`src/rtl/fetch_pkg.sv`:
```
// Shared types and constants for the instruction fetch stage.
// Imported by the interface, the stage and its perf-counter sub-block.
package fetch_pkg;

  localparam int PC_W = 16;

  localparam logic [PC_W-1:0] RESET_VEC = 16'h0000;

  typedef enum logic [1:0] {
    IDLE,
    REQ,
    HOLD
  } state_t;

  function automatic logic [PC_W-1:0] sat_inc(
    input logic [PC_W-1:0] v
  );
    return (&v) ? v : v + 1'b1;
  endfunction

endpackage

```
`src/rtl/fetch_if.sv`:
```
// Instruction-memory read port between the fetch stage and imem.
// master = fetch stage, slave = memory.
interface fetch_if
  import fetch_pkg::*;
#(
  parameter int INSTR_W = 16
) ();

  logic               imem_req;
  logic [PC_W-1:0]    imem_addr;
  logic               imem_ready;
  logic [INSTR_W-1:0] imem_rdata;

  modport master (
    output imem_req,
    output imem_addr,
    input  imem_ready,
    input  imem_rdata
  );

  modport slave (
    input  imem_req,
    input  imem_addr,
    output imem_ready,
    output imem_rdata
  );

endinterface

```
`src/rtl/fetch_perf_counters.sv`:
```
// Saturating fetch / stall event counters for the fetch stage.
// Only instantiated when FETCH_PERF_CNT_EN is defined.
module fetch_perf_counters
  import fetch_pkg::*;
(
  input  logic            clk,
  input  logic            reset,
  input  logic            i_fetch,
  input  logic            i_stall,
  output logic [PC_W-1:0] o_fetch_cnt,
  output logic [PC_W-1:0] o_stall_cnt
);

  logic [PC_W-1:0] r_fetch_cnt;
  logic [PC_W-1:0] r_stall_cnt;

  always_ff @(posedge clk) begin
    if (reset) begin
      r_fetch_cnt <= '0;
      r_stall_cnt <= '0;
    end else begin
      if (i_fetch) r_fetch_cnt <= sat_inc(r_fetch_cnt);
      if (i_stall) r_stall_cnt <= sat_inc(r_stall_cnt);
    end
  end

  assign o_fetch_cnt = r_fetch_cnt;
  assign o_stall_cnt = r_stall_cnt;

endmodule

```
`src/rtl/fetch_stage.sv`:
```
// IF stage: imem request FSM, one-entry hold buffer, IF/ID register.
// Define FETCH_PERF_CNT_EN to build the performance counters.
module fetch_stage
  import fetch_pkg::*;
#(
  parameter int              INSTR_W = 16,
  parameter logic [PC_W-1:0] PC_STEP = 16'd1
) (
  input  logic               clk,
  input  logic               reset,
  input  logic [PC_W-1:0]    pc_in,
  input  logic [PC_W-1:0]    branch_target,
  input  logic               flush_in,
  input  logic               stall_in,
  fetch_if.master            imem,
  output logic [PC_W-1:0]    next_pc,
  output logic               pc_nop,
  output logic               if_id_valid,
  output logic [PC_W-1:0]    if_id_pc,
  output logic [INSTR_W-1:0] if_id_instr,
  output logic [PC_W-1:0]    perf_fetch_cnt,
  output logic [PC_W-1:0]    perf_stall_cnt
);

  state_t             r_state;
  logic               r_valid;
  logic [PC_W-1:0]    r_pc;
  logic [INSTR_W-1:0] r_instr;
  logic [PC_W-1:0]    r_hold_pc;
  logic [INSTR_W-1:0] r_hold_instr;

  logic w_ready;
  logic w_idle;
  logic w_take;
  logic w_park;
  logic w_bubble;
  logic w_release;
  logic w_nop;

  assign w_ready = imem.imem_ready;

  // Flush is folded in here so none of these fire in a flush cycle.
  assign w_idle    = !flush_in && r_state == IDLE;
  assign w_take    = !flush_in && r_state == REQ
                     && w_ready && !stall_in;
  assign w_park    = !flush_in && r_state == REQ
                     && w_ready && stall_in;
  assign w_bubble  = !flush_in && r_state == REQ
                     && !w_ready && !stall_in;
  assign w_release = !flush_in && r_state == HOLD
                     && !stall_in;

  always_comb begin
    next_pc = flush_in ? branch_target : pc_in + PC_STEP;
  end

  always_comb begin
    w_nop = 1'b1;
    if (reset)
      w_nop = 1'b1;
    else if (flush_in)
      w_nop = 1'b0;
    else
      w_nop = !(w_take || w_release);
  end

  assign pc_nop         = w_nop;
  assign imem.imem_req  = !reset && r_state == REQ;
  assign imem.imem_addr = pc_in;

  always_ff @(posedge clk) begin
    if (reset) begin
      r_state      <= IDLE;
      r_valid      <= 1'b0;
      r_pc         <= RESET_VEC;
      r_instr      <= '0;
      r_hold_pc    <= RESET_VEC;
      r_hold_instr <= '0;
    end else if (flush_in) begin
      r_state      <= REQ;
      r_valid      <= 1'b0;
      r_hold_pc    <= RESET_VEC;
      r_hold_instr <= '0;
    end else begin
      unique case (1'b1)
        w_idle: r_state <= REQ;
        w_take: begin
          r_valid <= 1'b1;
          r_pc    <= pc_in;
          r_instr <= imem.imem_rdata;
        end
        w_park: begin
          r_hold_pc    <= pc_in;
          r_hold_instr <= imem.imem_rdata;
          r_state      <= HOLD;
        end
        w_bubble: r_valid <= 1'b0;
        w_release: begin
          r_valid <= 1'b1;
          r_pc    <= r_hold_pc;
          r_instr <= r_hold_instr;
          r_state <= REQ;
        end
        default: ;
      endcase
    end
  end

  assign if_id_valid = r_valid;
  assign if_id_pc    = r_pc;
  assign if_id_instr = r_instr;

`ifdef FETCH_PERF_CNT_EN
  logic w_load;
  logic w_stall_evt;

  assign w_load      = w_take || w_release;
  assign w_stall_evt = w_nop && !flush_in;

  fetch_perf_counters u_perf (
    .clk         (clk),
    .reset       (reset),
    .i_fetch     (w_load),
    .i_stall     (w_stall_evt),
    .o_fetch_cnt (perf_fetch_cnt),
    .o_stall_cnt (perf_stall_cnt)
  );
`else
  assign perf_fetch_cnt = '0;
  assign perf_stall_cnt = '0;
`endif

endmodule
```
`src/flat_wrapper.sv`:
```
// flat-port wrapper written by rule: the top's interface ports become plain ports
module fetch_stage_flat import fetch_pkg::*;
#(
  parameter int              INSTR_W = 16,
  parameter logic [PC_W-1:0] PC_STEP = 16'd1
)
  (clk, reset, pc_in, branch_target, flush_in, stall_in, next_pc, pc_nop, if_id_valid, if_id_pc, if_id_instr, perf_fetch_cnt, perf_stall_cnt, imem_imem_req, imem_imem_addr, imem_imem_ready, imem_imem_rdata);
  fetch_if #(.INSTR_W(INSTR_W)) imem_i ();
  input  logic clk;
  input  logic reset;
  input  logic [PC_W-1:0] pc_in;
  input  logic [PC_W-1:0] branch_target;
  input  logic flush_in;
  input  logic stall_in;
  output logic [PC_W-1:0] next_pc;
  output logic pc_nop;
  output logic if_id_valid;
  output logic [PC_W-1:0] if_id_pc;
  output logic [INSTR_W-1:0] if_id_instr;
  output logic [PC_W-1:0] perf_fetch_cnt;
  output logic [PC_W-1:0] perf_stall_cnt;
  output wire logic [$bits(imem_i.imem_req)-1:0] imem_imem_req;
  output wire logic [$bits(imem_i.imem_addr)-1:0] imem_imem_addr;
  input wire logic [$bits(imem_i.imem_ready)-1:0] imem_imem_ready;
  input wire logic [$bits(imem_i.imem_rdata)-1:0] imem_imem_rdata;
  assign imem_imem_req = imem_i.imem_req;
  assign imem_imem_addr = imem_i.imem_addr;
  assign imem_i.imem_ready = imem_imem_ready;
  assign imem_i.imem_rdata = imem_imem_rdata;
  fetch_stage #(.INSTR_W(INSTR_W), .PC_STEP(PC_STEP)) u_core (.clk(clk), .reset(reset), .pc_in(pc_in), .branch_target(branch_target), .flush_in(flush_in), .stall_in(stall_in), .imem(imem_i), .next_pc(next_pc), .pc_nop(pc_nop), .if_id_valid(if_id_valid), .if_id_pc(if_id_pc), .if_id_instr(if_id_instr), .perf_fetch_cnt(perf_fetch_cnt), .perf_stall_cnt(perf_stall_cnt));
endmodule
```
`config.mk`:
```
export PLATFORM = sky130hd
export DESIGN_NAME = fetch_stage_flat
export DESIGN_NICKNAME = d
export VERILOG_FILES = /design/src/rtl/fetch_pkg.sv /design/src/rtl/fetch_if.sv /design/src/rtl/fetch_perf_counters.sv /design/src/rtl/fetch_stage.sv /design/src/flat_wrapper.sv
export SDC_FILE = /design/constraint.sdc
export NUM_CORES = 1
export LEC_CHECK = 0
export CAP_MARGIN = 20
export CORE_MARGIN = 2
export CORE_UTILIZATION = 30
export CTS_CLUSTER_SIZE = 14
export DETAILED_ROUTE_END_ITERATION = 8
export GPL_TIMING_DRIVEN = 1
export PLACE_DENSITY_LB_ADDON = 0.25
export SYNTH_ARGS = -nofsm -noshare
export SYNTH_HDL_FRONTEND = slang
export SYNTH_SLANG_ARGS = --single-unit
```
`constraint.sdc`:
```
create_clock -name clk -period 2 [get_ports clk]
set_clock_uncertainty 0.05 [all_clocks]
set_input_delay 0.3 -clock clk [delete_from_list [all_inputs] [get_ports clk]]
set_output_delay 0.3 -clock clk [all_outputs]
set_load 0.02 [all_outputs]
```
==> results_dict.tcl <==
set metrics [dict create \
    outcome "finished, final reports clean" \
    critPathSlowestCell "nor4_4" \
    holdPathStages 4 \
    num_vias 3326 \
    placed_area_um2 5084 \
    antennaDiodeCount 0 \
    finalMaxSlewViolations 0 \
    power.total_mw 3.762 \
    antenna_found_initial 0 \
    crit_path_max_incr_delay_ns 0.31 \
    initial_core_util 0.3078 \
    synthCells 435 \
    r2r_slack_ns 0.24 \
    hold_path.class "in -> reg" \
    drc 0 \
    grt_pass1_wl_um 15460 \
    routed_wirelength_um 9998 \
    worstSetupPathType "in -> out" \
    numCtsBuffers 9 \
    power_density_nw_per_um2 693.3 \
    htree_levels 3 \
    peakVddDrop_v 0.0004127 \
    fin_cells 721 \
    gr-usage-all-layers 0.1492 \
    yosysSeqAreaShare 0.3628 \
    fp.coreArea_um2 12010 \
    synth_cell_type_count 42 \
    drt.antenna.violating_nets 0 \
    crit_path_start_kind "input port" \
    leakagePower_nw 1.949 \
    grt_setup_unrepaired "no" \
    port_buffers 119 \
    path_buf_inv 3 \
    r2r-end "u_core.if_id_instr[13]$_SDFFE_PP0P_" \
    gp_congestion 0.7803 \
    rr_worst_depth 6 \
    tns_ns 0 \
    cp_max_fo 5 \
    fp-row-count 40 \
    period_minus_slack_ns 1.934 \
    synthFlopType "dfxtp_1" \
    synthArstFlopShare 0 \
    clk_pin_slew_worst_paths_ns 0.05 \
    cts_buffer_depth 2 \
    ys_warn_count 0 \
    cp_common_cell "buf_4" \
    grt_pass1_vias 3137 \
    die_y_um 115.0 \
    clk_latency_ns 0.32 \
    grt-ovfl-total 0 \
    dpl_worst_slack_ns -0.7749 \
    nets 623 \
    drive_gt1_frac 0.2334 \
    synth.avg_cell_area_um2 8.500 \
    cts_sinks 67 \
    grt_max_degree 39 \
    crit_family "buffers and inverters" \
    crit_chain "clkdlybuf4s15_1 -> nand4_4 -> nor4_4 -> buf_4 -> xnor2_1 -> a21oi_1 -> buf_4" \
    min_to "u_core.r_hold_pc[3]$_SDFFE_PP0P_" \
    finalSetupViolCount 0 \
    worstHoldStart "pc_in[3]" \
    cap_violations 0 \
    drt_iter0_markers 128 \
    vias_per_cell 4.613 \
    fin_ws_ns 0.06575 \
    dp_cells 702 \
    io_pins 152 \
    hold_violations 0 \
    synth_seq_cells 67 \
    netlist_area_um2 3697 \
    cts_tree "done" \
    synth_edf_count 0 \
    stdcell_area_um2 5426 \
    fin_crit_sh 0.9671 \
    clock-root-buffer "clkbuf_16" \
    r2r-start "u_core.r_state[0]$_SDFFE_PP0P_" \
    dieArea_um2 13230 \
    area_growth_pct 46.77 \
    wl_per_cell_um 13.87 \
    fmax_mhz 517.0 \
    worstPathRequired_ns 1.65 \
    first_pass_iters 4 \
    crit_start "pc_in[4]" \
    hpwl_um 7641 \
    die_x_um 115.0 \
    worst_ep_arrival_time_ns 1.58 \
    endpoint_kind "output port" \
]
## power breakdown
group	leakage, nW	internal [mW]	total [mW]	switching [mW]
sequential	0.543	1.37	1.39	0.0181
clock	0.153	1.09	1.67	0.580
combinational	1.25	0.311	0.704	0.393
total	1.95	2.77	3.76	0.990
## stage by stage
stage,util,hold slack [ns]
finish,0.4518,0.3489
global route,0.4518,0.3502
CTS,0.4519,0.3827
detailed placement,0.4232,0.3972
global placement,0.4232,0.3914
floorplan,-,0.3860
## area by class of cell
type                            count  area (um^2)
Sequential cell                    67         1341
Tap cell                          147        183.9
Timing Repair Buffer              172         1556
Clock buffer                       10        229.0
Fill cell                        1173         6585
Multi-Input combinational cell    316         2014
Clock inverter                      6        90.09
Inverter                            3        11.26
## kinds of logic (layout without fill, tap and decap cells)
logic type | count (synthesis) | in the layout | synth area share
muxes | 33 | 33 | 0.08968
DFF | 67 | 67 | 0.3628
buffers and inverters | 83 | 191 | 0.1455
adders and majority gates | 1 | 1 | 0.003384
xor gates and xnor gates | 12 | 12 | 0.02843
AOI/OAI and AO/OA | 86 | 86 | 0.1871
other | 1 | 32 | 0.001014
and+or+nand+nor | 152 | 152 | 0.1821
## Yosys cell counts, types with 2 or more instances
master	instances	area, um^2
nor2_1	40	150.1
dfxtp_1	67	1341
buf_2	10	50.05
nand3_1	5	25.02
clkbuf_1	14	52.55
o21ai_0	9	45.04
xor2_1	6	52.55
buf_6	3	33.78
buf_4	51	382.9
nor3_1	3	15.01
nand2_1	82	307.8
a211oi_1	3	22.52
nand3b_1	2	15.01
o21ai_1	3	15.01
nor4_1	2	12.51
inv_1	3	11.26
and4_1	2	17.52
buf_1	2	7.510
mux2i_1	32	320.3
nand4_1	7	43.79
a211oi_2	31	387.9
xnor2_1	6	52.55
a21oi_1	33	165.2
## layout by cell type, fill, tap and decap left out, types with 9 or more instances in the layout
cell             synthesis  final
mux2i_1                 32     32
a21oi_1                 33     33
nor2_1                  40     39
nand2_1                 82     81
a211oi_2                31     30
clkbuf_16                0      9
dfxtp_1                 67     67
clkdlybuf4s50_1          0     83
buf_4                   51     48
conb_1                   1     32
dlygate4sd2_1            0      9
o21ai_0                  9      9
## tightest hold or removal path: cells and delay by family
family	cells	cell delay, ns
buffers and inverters	2	0.26
AND/OR/NAND/NOR	1	0.06
AO/OA/AOI/OAI	1	0.05
## how the worst max path moves through the flow
stage,end,slack [ns],cells past startpoint
2_1_floorplan,pc_nop,0.22,5
3_3_place_gp,next_pc[12],-0.83,8
3_5_place_dp,next_pc[13],-0.77,6
4_1_cts,pc_nop,0.005,5
5_1_grt,next_pc[12],0.002,7
6_report,next_pc[12],0.07,7
## registers in the layout (all words and copies together), names as in the netlist
register / cells
u_core.if_id_instr: 16
u_core.r_hold_pc: 16
u_core.if_id_pc: 16
u_core.r_hold_instr: 16
u_core.r_state: 2
u_core.if_id_valid: 1
## repair_timing
action,in CTS,in global routing
pin swaps,7,3
buffers inserted,2,1
gates resized for setup,93,22
hold buffers,0,0
setup endpoints to repair,19,13
## layer usage
| layer | track usage | part of all wire |
|---|---|---|
| met3 | 0.04006 | 0.067 |
| met5 | 0 | 0 |
| met4 | 0.05221 | 0.013 |
| met2 | 0.2529 | 0.47 |
| met1 | 0.1827 | 0.45 |
Note: power is estimated with default switching activity, not from simulation.
